**src/rtl/sprite_fetch_arbiter.sv**
```systemverilog
//==============================================================================
// Module   : sprite_fetch_arbiter
// Desc     : Shares one single-read-port sprite ROM between NUM_REQ pixel
//            sources. Registered round-robin grant (one ROM read per cycle),
//            fixed-latency responses routed back by a tag shift register, and
//            a line-synchronous FLUSH that drains the pipe and restarts the
//            round-robin from requester 0.
// Options  : FETCH_STATS_EN - adds overrun_count_o, a saturating 16-bit count
//            of LineStart pulses that found a request still waiting.
// Revision : 1.0 - initial release
//==============================================================================
`timescale 1ns/1ps
`default_nettype none

module sprite_fetch_arbiter #(
    parameter int NUM_REQ = 4,
    parameter int ADDR_W  = 16,
    parameter int DATA_W  = 6,
    parameter int ROM_LAT = 2
) (
    input  logic                      clk_i,
    input  logic                      rst_ni,
    input  logic                      line_start_i,
    input  logic [NUM_REQ-1:0]        req_i,
    input  logic [NUM_REQ*ADDR_W-1:0] req_addr_i,
    output logic [NUM_REQ-1:0]        ack_o,
    output logic                      rom_rd_o,
    output logic [ADDR_W-1:0]         rom_addr_o,
    input  logic [DATA_W-1:0]         rom_data_i,
    output logic [NUM_REQ-1:0]        rsp_valid_o,
    output logic [DATA_W-1:0]         rsp_data_o
`ifdef FETCH_STATS_EN
    ,
    output logic [15:0]               overrun_count_o
`endif
);

    localparam int IDX_W = (NUM_REQ > 1) ? $clog2(NUM_REQ) : 1;
    localparam int CNT_W = (ROM_LAT > 1) ? $clog2(ROM_LAT) : 1;

    localparam logic [1:0] ST_IDLE  = 2'd0;
    localparam logic [1:0] ST_ARB   = 2'd1;
    localparam logic [1:0] ST_FLUSH = 2'd2;

    // After reset / FLUSH the search starts at (NUM_REQ-1)+1 = requester 0.
    localparam logic [IDX_W-1:0] LAST_RST   = IDX_W'(NUM_REQ - 1);
    // FLUSH counts down from ROM_LAT-1 to 0, giving exactly ROM_LAT cycles.
    localparam logic [CNT_W-1:0] FLUSH_LAST = CNT_W'(ROM_LAT - 1);

    // FSM state
    logic [1:0]                    state_q, state_d;
    logic [CNT_W-1:0]              flush_cnt_q, flush_cnt_d;

    // Grant / ROM request registers
    logic [IDX_W-1:0]              last_q, last_d;
    logic [NUM_REQ-1:0]            ack_q, ack_d;
    logic                          rd_q, rd_d;
    logic [ADDR_W-1:0]             addr_q, addr_d;

    // Response tag pipe: stage k holds the read issued k+1 cycles ago
    logic [ROM_LAT-1:0]            tag_vld_q;
    logic [ROM_LAT-1:0][IDX_W-1:0] tag_idx_q;

    // Combinational helpers
    logic [NUM_REQ-1:0]            req_masked;
    logic                          win_found;
    logic [IDX_W-1:0]              win_idx;
    logic [IDX_W-1:0]              cand;
    logic                          any_req;
    logic                          pipe_busy;
    logic                          grant;

    assign any_req   = |req_i;
    // A read is in flight from the cycle RomRd is high until its response cycle.
    assign pipe_busy = rd_q | (|tag_vld_q);

    // Round-robin search from last_q+1 with wrap; the requester being acked
    // this cycle is masked since its Req has not dropped yet.
    always_comb begin
        req_masked = req_i & ~ack_q;
        win_found  = 1'b0;
        win_idx    = '0;
        cand       = '0;
        for (int k = 1; k <= NUM_REQ; k++) begin
            cand = IDX_W'((int'(last_q) + k) % NUM_REQ);
            if (!win_found && req_masked[cand]) begin
                win_found = 1'b1;
                win_idx   = cand;
            end
        end
    end

    // FSM state register
    always_ff @(posedge clk_i or negedge rst_ni) begin
        if (!rst_ni) begin
            state_q     <= ST_IDLE;
            flush_cnt_q <= '0;
        end else begin
            state_q     <= state_d;
            flush_cnt_q <= flush_cnt_d;
        end
    end

    // FSM next state: LineStart overrides everything and (re)starts FLUSH
    always_comb begin
        state_d     = state_q;
        flush_cnt_d = flush_cnt_q;
        if (line_start_i) begin
            state_d     = ST_FLUSH;
            flush_cnt_d = FLUSH_LAST;
        end else begin
            case (state_q)
                ST_IDLE: begin
                    if (any_req) begin
                        state_d = ST_ARB;
                    end
                end
                ST_ARB: begin
                    if (!any_req && !pipe_busy) begin
                        state_d = ST_IDLE;
                    end
                end
                ST_FLUSH: begin
                    if (flush_cnt_q == '0) begin
                        state_d = any_req ? ST_ARB : ST_IDLE;
                    end else begin
                        flush_cnt_d = flush_cnt_q - 1'b1;
                    end
                end
                default: begin
                    state_d = ST_IDLE;
                end
            endcase
        end
    end

    // FSM outputs: grant only in ARB and never in a LineStart cycle
    always_comb begin
        grant  = (state_q == ST_ARB) && !line_start_i && win_found;
        ack_d  = grant ? (NUM_REQ'(1) << win_idx) : '0;
        rd_d   = grant;
        addr_d = grant ? req_addr_i[int'(win_idx)*ADDR_W +: ADDR_W] : addr_q;
        if (line_start_i) begin
            last_d = LAST_RST;
        end else if (grant) begin
            last_d = win_idx;
        end else begin
            last_d = last_q;
        end
    end

    // Registered grant, ROM strobe/address and round-robin pointer
    always_ff @(posedge clk_i or negedge rst_ni) begin
        if (!rst_ni) begin
            last_q <= LAST_RST;
            ack_q  <= '0;
            rd_q   <= 1'b0;
            addr_q <= '0;
        end else begin
            last_q <= last_d;
            ack_q  <= ack_d;
            rd_q   <= rd_d;
            addr_q <= addr_d;
        end
    end

    // Tag shift register; last_q equals the granted index throughout the
    // cycle rd_q is high, so it serves as the tag. Tags survive LineStart.
    always_ff @(posedge clk_i or negedge rst_ni) begin
        if (!rst_ni) begin
            tag_vld_q <= '0;
            tag_idx_q <= '0;
        end else begin
            tag_vld_q[0] <= rd_q;
            tag_idx_q[0] <= last_q;
            for (int k = 1; k < ROM_LAT; k++) begin
                tag_vld_q[k] <= tag_vld_q[k-1];
                tag_idx_q[k] <= tag_idx_q[k-1];
            end
        end
    end

    assign ack_o       = ack_q;
    assign rom_rd_o    = rd_q;
    assign rom_addr_o  = addr_q;
    assign rsp_valid_o = tag_vld_q[ROM_LAT-1] ? (NUM_REQ'(1) << tag_idx_q[ROM_LAT-1]) : '0;
    assign rsp_data_o  = rom_data_i;

`ifdef FETCH_STATS_EN
    logic [15:0] overrun_q, overrun_d;

    // Count LineStarts that catch a request not being acked, saturating
    always_comb begin
        overrun_d = overrun_q;
        if (line_start_i && (|(req_i & ~ack_q)) && (overrun_q != 16'hFFFF)) begin
            overrun_d = overrun_q + 16'd1;
        end
    end

    // Overrun counter register
    always_ff @(posedge clk_i or negedge rst_ni) begin
        if (!rst_ni) begin
            overrun_q <= '0;
        end else begin
            overrun_q <= overrun_d;
        end
    end

    assign overrun_count_o = overrun_q;
`endif

endmodule

`default_nettype wire

```
**config.mk**
```make
export PLATFORM = sky130hd
export DESIGN_NAME = sprite_fetch_arbiter
export DESIGN_NICKNAME = d
export VERILOG_FILES = /design/src/rtl/sprite_fetch_arbiter.sv
export SDC_FILE = /design/constraint.sdc
export NUM_CORES = 1
export LEC_CHECK = 0
export ABC_AREA = 1
export CORE_ASPECT_RATIO = 0.9
export CORE_MARGIN = 2
export CORE_UTILIZATION = 44
export DETAILED_ROUTE_END_ITERATION = 16
export PLACE_DENSITY = 0.83
export SYNTH_ARGS = -nofsm -noshare
export SYNTH_HDL_FRONTEND = slang
export SYNTH_SLANG_ARGS = --single-unit
```
**constraint.sdc**
```tcl
create_clock -name clk_i -period 5.7 [get_ports clk_i]
set_clock_uncertainty 0.15 [all_clocks]
set_input_delay 1.14 -clock clk_i [delete_from_list [all_inputs] [get_ports clk_i]]
set_output_delay 1.14 -clock clk_i [all_outputs]
set_load 0.02 [all_outputs]
```
==> results.cfg, run 1 <==
[detailed_routing]
vias = 2408
first_iter_violations = 123
wl_per_cell_um = 12.4
ant_nets = 0
routed_via_density = 4.98
drcViolationCount = 0
wl_um = 6020
first_pass_iters = 5

[finish]
utilization = 0.656
area_delta_synth_final_pct = 45.2
final_nets = 495
drive_gt1_frac = 0.0597
diodes = 0
layout.cells.non_filler = 484
n_fill_cell = 420
fin_area_um2 = 3130

[worst_setup_path]
cp_max_fo = 35
r2r-end = rom_addr_o[14]$_DFFE_PN0P_
crit_path_start_kind = input port
path_cells = clkdlybuf4s50_1 -> nand3_1 -> nand3_1 -> nand2_2 -> nand2_1 -> nor2_2 -> nand3_2 -> nand2_4 -> nand2_1 -> nand2_1 -> nand2_1 -> nand2_1 -> nand2_1 -> nand2_1
reg2reg_depth = 14
r2r_start = last_q[0]$_DFFE_PN1P_
slowest_stage = nand2_4
crit_top_cell = nand2_1
r2r_slack_ps = 2520
critPathMaxStageDelay_ps = 560
cp.arrival_ps = 3730
criticalPathCategory = input port to register
required_ps = 5780
worstSetupEndpointType = register

[sta]
slew_viol_final = 0
slew_headroom = 0.500
fmax_mhz = 275
fin_ws_ps = 2060
tns_ps = 0
max_slew.worst_pin.slew_ps = 748
hold_viol = 0
finalSetupViolations = 0
period_needed_ps = 3640
rsz0062_at_grt = false
fin_crit_sh = 0.639
hold_ws_ps = 203

[min_path]
holdPathStages = 0
min_to = tag_idx_q[2]$_DFF_PN0_
min_path_type = register to register
min-delay-start = tag_idx_q[0]$_DFF_PN0_

[power]
power.internal_mw = 0.590
swShare = 0.414
p_clk_frac = 0.173
p_comb_frac = 0.507
power_density_nw_per_um2 = 321
switching_power_mw = 0.416
seq_power_share = 0.320
ir_drop_uv = 144
leakage_nw = 1.60
p_total_mw = 1.01

[clock_network]
htree_levels = 2
cts_resized = 0
hold_buffers = 0
clock_latency_ps = 290
clock_path_buffers = 2
cts_setup_buffers = 0
cts-root-buf = clkbuf_8
clock_sinks = 32
clkTransAtPathRegs_ps = 70
cts_tree = done
cts_buffers = 5

[synth]
syn-num-nets = 414
synthSimpleGateAreaFrac = 0.500
ys_types = 24
synth_seq_area_share = 0.372
yosys_warnings = 0
syn-cell-area_um2 = 2160
synth.area.mux_share = 0
synthAdderAreaFrac = 0
synth_top_family_by_area = simple AND/OR/NAND/NOR gates
avgSynthCellArea_um2 = 6.40
yosys_register_bits = 32
synth_compound_area_frac = 0.0232
synthXorXnorAreaFrac = 0
synthCells = 337

[place]
dpl-instance-area_um2 = 3050
place.detailed.instances = 476
place_hpwl_um = 4280
gp_congestion = 0.829
io_buffers = 95
place_ws_ps = 1810

[global_route]
grt_first_pass_wirelength_um = 9780
grt_start_max_net_pins = 36
grt_pass1_vias = 2284
grt_antenna_before_repair = 0
grt_usage = 0.226
grt_overflow = 0

[floorplanning]
ios = 108
die_x_um = 77.8
initial_core_util = 0.452
rows = 24
dieArea_um2 = 5480
chipHeight_um = 70.4
core_um2 = 4770

[job]
cap_viol_max_count = 0

[status]
status = completed
[how the worst max path moves through the flow]
stage,endpoint,depth (start not counted),startpoint
2_1_floorplan,rsp_data_o[0],1,rom_data_i[0]
6_report,rom_addr_o[14]$_DFFE_PN0P_,14,req_i[2]
3_3_place_gp,rom_addr_o[10]$_DFFE_PN0P_,14,req_i[0]
3_5_place_dp,rom_addr_o[14]$_DFFE_PN0P_,14,req_i[2]
5_1_grt,rom_addr_o[12]$_DFFE_PN0P_,14,req_i[2]
4_1_cts,rom_addr_o[14]$_DFFE_PN0P_,14,req_i[2]
[critical path: cells and delay by family]
kind / cells / cell delay (ps)
and+or+nand+nor: 13 / 2110
buffers and inverters: 1 / 450
[Yosys cell counts, drive strengths merged]
cell	instances	share of area
nor4	2	0.0058
buf	21	0.070
o21ai	3	0.0070
clkbuf	2	0.0035
dfstp	2	0.024
a21oi	4	0.0093
inv	18	0.031
nor3	11	0.026
nand3b	1	0.0035
nor2	5	0.013
nand2	187	0.33
dfrtp	30	0.35
nand3	48	0.12
a21boi	1	0.0035
o211ai	1	0.0035
nand4	1	0.0029
[power groups by stage]
stage | clock (mW) | sequential [mW] | combinational, mW
2_1_floorplan | 0 | 0.378 | 0.272
5_1_grt | 0.188 | 0.329 | 0.562
6_report | 0.174 | 0.322 | 0.510
4_1_cts | 0.177 | 0.321 | 0.510
3_5_place_dp | 0 | 0.322 | 0.509
3_3_place_gp | 0 | 0.324 | 0.501
[layout make-up]
class | instances | area [um2] | area share
clock inverters | 3 | 18.8 | 0.00599
clock buffers | 5 | 68.8 | 0.0220
repair buffers | 97 | 961 | 0.307
well taps | 65 | 81.3 | 0.0259
inverters | 18 | 67.6 | 0.0216
multi-input cells | 264 | 1130 | 0.362
flip-flops and latches | 32 | 803 | 0.256
[cells by family (layout without fill, tap and decap cells)]
| family | count (synthesis) | after routing |
|---|---|---|
| flip-flops | 32 | 32 |
| buffers and inverters | 41 | 123 |
| AO/OA/AOI/OAI | 9 | 9 |
| AND/OR/NAND/NOR | 255 | 255 |
[metal layers]
| layer | track usage | wire [um] | up-vias |
|---|---|---|---|
| met4 | 0.0813 | 91 | 0 |
| met1 | 0.262 | 2500 | 1087 |
| met5 | 0 | 0 | - |
| met2 | 0.386 | 2950 | 98 |
| li1 | - | - | 1213 |
| met3 | 0.0762 | 476 | 10 |
[cells in the final DEF (no fill, tap or decap), drive strengths merged]
cell / netlist / layout
nand2: 187 / 187
a21boi: 1 / 1
nand3b: 1 / 1
clkbuf: 2 / 5
o21ai: 3 / 3
nor4: 2 / 2
dfrtp: 30 / 30
a21oi: 4 / 4
dfstp: 2 / 2
o211ai: 1 / 1
nand4: 1 / 1
nor2: 5 / 5
inv: 18 / 18
nor3: 11 / 11
buf: 21 / 3
clkdlybuf4s50: 0 / 94
nand3: 48 / 48
clkinv: 0 / 3
[sequential cells by signal, summed over array words and instances, names as in the netlist]
| signal | flops |
|---|---|
| rom_addr_o | 16 |
| ack_o | 4 |
| tag_idx_q | 4 |
| last_q | 2 |
| state_q | 2 |
| tag_vld_q | 2 |
| flush_cnt_q | 1 |
| rom_rd_o | 1 |
Power figures use the tool's default switching activity.
==> run 2: changes to the inputs <==
--- a/config.mk
+++ b/config.mk
@@ -8,9 +8,9 @@
 export ABC_AREA = 1
 export CORE_ASPECT_RATIO = 0.9
 export CORE_MARGIN = 2
-export CORE_UTILIZATION = 44
+export CORE_UTILIZATION = 37
 export DETAILED_ROUTE_END_ITERATION = 16
-export PLACE_DENSITY = 0.83
+export PLACE_DENSITY = 0.74
 export SYNTH_ARGS = -nofsm -noshare
 export SYNTH_HDL_FRONTEND = slang
 export SYNTH_SLANG_ARGS = --single-unit
==> constraint.sdc (replaced) <==
create_clock -name clk_i -period 3.3 [get_ports clk_i]
set_clock_uncertainty 0.15 [all_clocks]
set_input_delay 0.66 -clock clk_i [delete_from_list [all_inputs] [get_ports clk_i]]
set_output_delay 0.66 -clock clk_i [all_outputs]
set_load 0.02 [all_outputs]
==> run 2 against run 1 <==
Against the previous run:
- clock power increased by 110%
- sequential share of layout area down 0.35 points
- utilization decreased by 9.5 points
- largest power group unchanged
- via count fell by 2.2%
- setup slack got worse by 1300 ps
- sequential cell count stayed put
- non-clock buffer count increased by 2
- cell area grew 1.4%
- sequential power increased by 73%
- combinational power up 75%
- hold slack worse by 2.6 ps
- count of clock-buffer cells in the layout grew 1
==> results.cfg, run 2 (same netlist as run 1, synthesis figures left out) <==
[worst_setup_path]
cp_max_fo = 22
r2r-end = last_q[1]$_DFFE_PN1P_
criticalPathCategory = register to register
worstSetupEndpointType = register
r2r_slack_ps = 760
required_ps = 3350
crit_path_start_kind = register
cp.arrival_ps = 2590
r2r_start = last_q[0]$_DFFE_PN1P_
reg2reg_depth = 10

[detailed_routing]
routed_via_density = 4.79
ant_nets = 0
wl_um = 6020
first_iter_violations = 95
first_pass_iters = 5
drcViolationCount = 0
vias = 2354
wl_per_cell_um = 12.3

[clock_network]
clock_latency_ps = 280
clkTransAtPathRegs_ps = 70
cts_tree = done
cts_buffers = 5
hold_buffers = 0
clock_sinks = 32
cts_resized = 0
htree_levels = 2
clock_path_buffers = 2
cts-root-buf = clkbuf_8
cts_setup_buffers = 0

[sta]
finalSetupViolations = 0
max_slew.worst_pin.slew_ps = 724
hold_ws_ps = 200
tns_ps = 0
hold_viol = 0
rsz0062_at_grt = false
slew_viol_final = 0
fmax_mhz = 393
slew_headroom = 0.517
period_needed_ps = 2540
fin_crit_sh = 0.771

[power]
leakage_nw = 1.61
power_density_nw_per_um2 = 569
ir_drop_uv = 237

[place]
place_hpwl_um = 4430
dpl-instance-area_um2 = 3070
gp_congestion = 0.850
io_buffers = 95
place.detailed.instances = 483

[floorplanning]
die_x_um = 84.5
core_um2 = 5660
ios = 108
initial_core_util = 0.381
dieArea_um2 = 6460
chipHeight_um = 76.5
rows = 26

[min_path]
min_to = tag_idx_q[3]$_DFF_PN0_
min-delay-start = tag_idx_q[1]$_DFF_PN0_
min_path_type = register to register
holdPathStages = 0

[finish]
largest_register_ffs = 16
fin_area_um2 = 3180
final_cell_mix = nand2_1 (184), clkdlybuf4s50_1 (94), nand3_1 (45)
final_common_cell = nand2_1
layout.cells.non_filler = 491
final_nets = 497
n_fill_cell = 573
diodes = 0
area_delta_synth_final_pct = 47.2
drive_gt1_frac = 0.0641
utilization = 0.561

[global_route]
grt_usage = 0.193
grt_antenna_before_repair = 0
grt_start_max_net_pins = 36
grt_first_pass_wirelength_um = 10100
grt_pass1_vias = 2286
grt_overflow = 0

[status]
status = completed

[job]
cap_viol_max_count = 0
run 2: cell types whose count changed in the layout (fill, tap and decap cells not counted):
cell	previous run	this run
nor2_1	3	2
nor2_2	1	2
clkinv_2	2	1
clkinv_4	1	0
bufinv_16	0	1
clkbuf_1	0	1
buf_4	2	4
run 2: final cells by class:
cell class                      count  area, um2  share of cell area
Clock buffer                        6       72.6              0.0228
Inverter                           18       67.6              0.0213
Clock inverter                      2       35.0              0.0110
Timing Repair Buffer               99        976               0.307
Multi-Input combinational cell    264       1140               0.357
Tap cell                           70       87.6              0.0276
Sequential cell                    32        803               0.253
run 2: report_power, final:
group	internal [mW]	switching [mW]
clock network	0.224	0.138
registers	0.491	0.0658
logic	0.386	0.504
run 2: how the worst max path moves through the flow:
stage | to | slack, ps | from | depth (start not counted)
floorplan | rom_addr_o[9]$_DFFE_PN0P_ | 1280 | last_q[0]$_DFFE_PN1P_ | 15
global placement | rom_addr_o[11]$_DFFE_PN0P_ | 510 | req_i[3] | 14
finish | last_q[1]$_DFFE_PN1P_ | 760 | last_q[0]$_DFFE_PN1P_ | 10
CTS | last_q[1]$_DFFE_PN1P_ | 750 | last_q[0]$_DFFE_PN1P_ | 10
detailed placement | rom_addr_o[9]$_DFFE_PN0P_ | 490 | req_i[1] | 15
global route | last_q[1]$_DFFE_PN1P_ | 510 | last_q[0]$_DFFE_PN1P_ | 10
run 2: through the flow:
| stage | setup WS, ps | total power [mW] |
|---|---|---|
| 6_report | 755 | 1.81 |
| 2_1_floorplan | 1280 | 1.12 |
| 4_1_cts | 754 | 1.83 |
| 5_1_grt | 507 | 1.95 |
| 3_3_place_gp | 511 | 1.45 |
| 3_5_place_dp | 487 | 1.45 |
run 2: routing by layer:
layer	share of wire	vias up	track usage
met5	0	-	0
met4	0.0091	0	0.0635
met3	0.083	4	0.0672
met2	0.48	85	0.312
met1	0.43	1048	0.240
li1	-	1217	-
run 2: critical path: stages (launching register included):
cell and delay (ps):
dfstp_2 670, inv_1 180, nand3_1 160, nand3_1 80, nand2_1 110, nand2_1 90
nor2_2 140, a21boi_2 80, inv_1 490, o21ai_0 180, o21ai_0 120
==> run 3: changes to the inputs <==
==> constraint.sdc (replaced) <==
create_clock -name clk_i -period 2.1 [get_ports clk_i]
set_clock_uncertainty 0.15 [all_clocks]
set_input_delay 0.42 -clock clk_i [delete_from_list [all_inputs] [get_ports clk_i]]
set_output_delay 0.42 -clock clk_i [all_outputs]
set_load 0.02 [all_outputs]
==> run 3 against run 2 <==
Against the previous run:
- the flow now finishes with violations (setup timing)
- sequential power increased by 56%
- first-iteration DRC count increased by 11%
- sequential share of layout area is 3.7 points lower
- utilization is 9.7 points higher
- critical path depth is 5 higher
- count of clock-buffer cells in the layout unchanged
- cell area up 17%
- die area unchanged
==> results.cfg, run 3 (same netlist as run 1, synthesis figures left out) <==
[floorplanning]
core_um2 = 5660
die_x_um = 84.5
chipHeight_um = 76.5
ios = 108
dieArea_um2 = 6460
initial_core_util = 0.381
rows = 26

[finish]
area_delta_synth_final_pct = 72.8
final_cell_mix = nand2_1 (174), clkdlybuf4s50_1 (90), nand3_1 (35)
utilization = 0.659
largest_register_ffs = 16
diodes = 0
final_nets = 523
fin_area_um2 = 3730
drive_gt1_frac = 0.177
final_common_cell = nand2_1

[sta]
hold_viol = 0
period_needed_ps = 2290
finalSetupViolations = 22
slew_viol_final = 0
fin_ws_ps = -191
max_slew.worst_pin.slew_ps = 718
fin_crit_sh = 1.09
rsz0062_at_grt = true
fmax_mhz = 436
slew_headroom = 0.522
tns_ps = -2820

[global_route]
grt_antenna_before_repair = 0
grt_first_pass_wirelength_um = 10400
grt_usage = 0.199
grt_start_max_net_pins = 33
grt_pass1_vias = 2368
grt_overflow = 0

[detailed_routing]
first_pass_iters = 4
first_iter_violations = 105
ant_nets = 0
wl_per_cell_um = 14.2
vias = 2550
wl_um = 7320
drcViolationCount = 0
routed_via_density = 4.93

[status]
status = finished with violations
violations = setup timing

[clock_network]
clock_sinks = 32
clkTransAtPathRegs_ps = 70
clock_path_buffers = 2
hold_buffers = 0
htree_levels = 2
clock_latency_ps = 280
cts_tree = done
cts-root-buf = clkbuf_8
cts_buffers = 5

[worst_setup_path]
startpoint = req_i[2]
path_cells = clkdlybuf4s50_1 -> nand3_4 -> nand3_2 -> nand2_4 -> nand3_2 -> nand2_2 -> nor2_4 -> nand2_8 -> clkbuf_16 -> nand2_1 -> nand2_1 -> nand2_1 -> nand2_1 -> nand2_1 -> nand2_1
crit_family = simple AND/OR/NAND/NOR gates
r2r_slack_ps = -160
crit_path_start_kind = input port
slowest_stage = clkdlybuf4s50_1
criticalPathCategory = input port to register
required_ps = 2120
crit_top_cell = nand2_1
r2r_start = last_q[0]$_DFFE_PN1P_
cp_max_fo = 8
critPathMaxStageDelay_ps = 600
worstSetupEndpointType = register
cp.arrival_ps = 2310
critPathBufInv = 2

[place]
dpl-instance-area_um2 = 3250
io_buffers = 95
place_hpwl_um = 4730
gp_congestion = 0.810

[power]
power_density_nw_per_um2 = 857
leakage_nw = 1.92
p_total_mw = 3.19
ir_drop_uv = 434

[min_path]
min_path_type = input port to async pin

[job]
cap_viol_max_count = 0
## run 3: changes by cell type in the layout (fill, tap and decap cells not counted), sizes merged
cell           before  now
clkdlybuf4s50      94   90
buf                 5   27
dlymetal6s2s        0    4
clkbuf              6   10
## run 3: path summary, 6_finish.rpt
| kind | endpoint | depth (start not counted) |
|---|---|---|
| worst min-delay path | rom_addr_o[0]$_DFFE_PN0P_ | 1 |
| worst max register to register | rom_addr_o[6]$_DFFE_PN0P_ | 15 |
| worst min register to register | tag_idx_q[2]$_DFF_PN0_ | 0 |
| max in group asynchronous | rom_addr_o[10]$_DFFE_PN0P_ | 1 |
| worst max-delay path | rom_addr_o[6]$_DFFE_PN0P_ | 15 |
| min in group clk_i | tag_idx_q[2]$_DFF_PN0_ | 0 |
## run 3: layer usage
metal	up-vias	part of all wire	track usage
met2	93	0.50	0.328
li1	1271	-	-
met4	0	0.014	0.0714
met5	-	0	0
met3	10	0.080	0.0704
met1	1176	0.41	0.239
## run 3: per-stage QoR
stage	hold WS (ps)	cells	worst slack, ps
2_1_floorplan	-25.6	337	78.5
3_3_place_gp	183	500	-320
3_5_place_dp	187	500	-365
4_1_cts	52.8	508	-55.5
5_1_grt	85.4	517	-291
6_report	39.3	517	-191
## run 3: repair_timing
action / CTS / global route
gates cloned: 0 / 4
setup endpoints to repair: 22 / 26
resized for setup: 7 / 48
setup buffers: 0 / 5
pin swaps: 1 / 13
## run 3: cell type report
cell class / count / area, um2
Sequential cell: 32 / 803
Timing Repair Buffer: 125 / 1350
Multi-Input combinational cell: 264 / 1310
Fill cell: 511 / 1930
Clock buffer: 6 / 72.6
Inverter: 18 / 70.1
Tap cell: 70 / 87.6
Clock inverter: 2 / 35.0
## run 3: power breakdown
group / internal [mW] / switching (mW) / leakage, nW
Clock: 0.352 / 0.223 / 0.0552
Combinational: 0.813 / 0.936 / 1.47
Sequential: 0.772 / 0.0990 / 0.392
Total: 1.94 / 1.26 / 1.92
## run 3: worst reg2reg max path, cell delays in order, from the launching register on
cell and delay (ps):
dfstp_2 590, buf_6 150, nand3_4 90, nand3_2 120
nand2_4 80, nand3_2 80, nand2_2 60, nor2_4 200
nand2_8 100, clkbuf_16 170, nand2_1 60, nand2_1 40
nand2_1 50, nand2_1 60, nand2_1 70, nand2_1 60
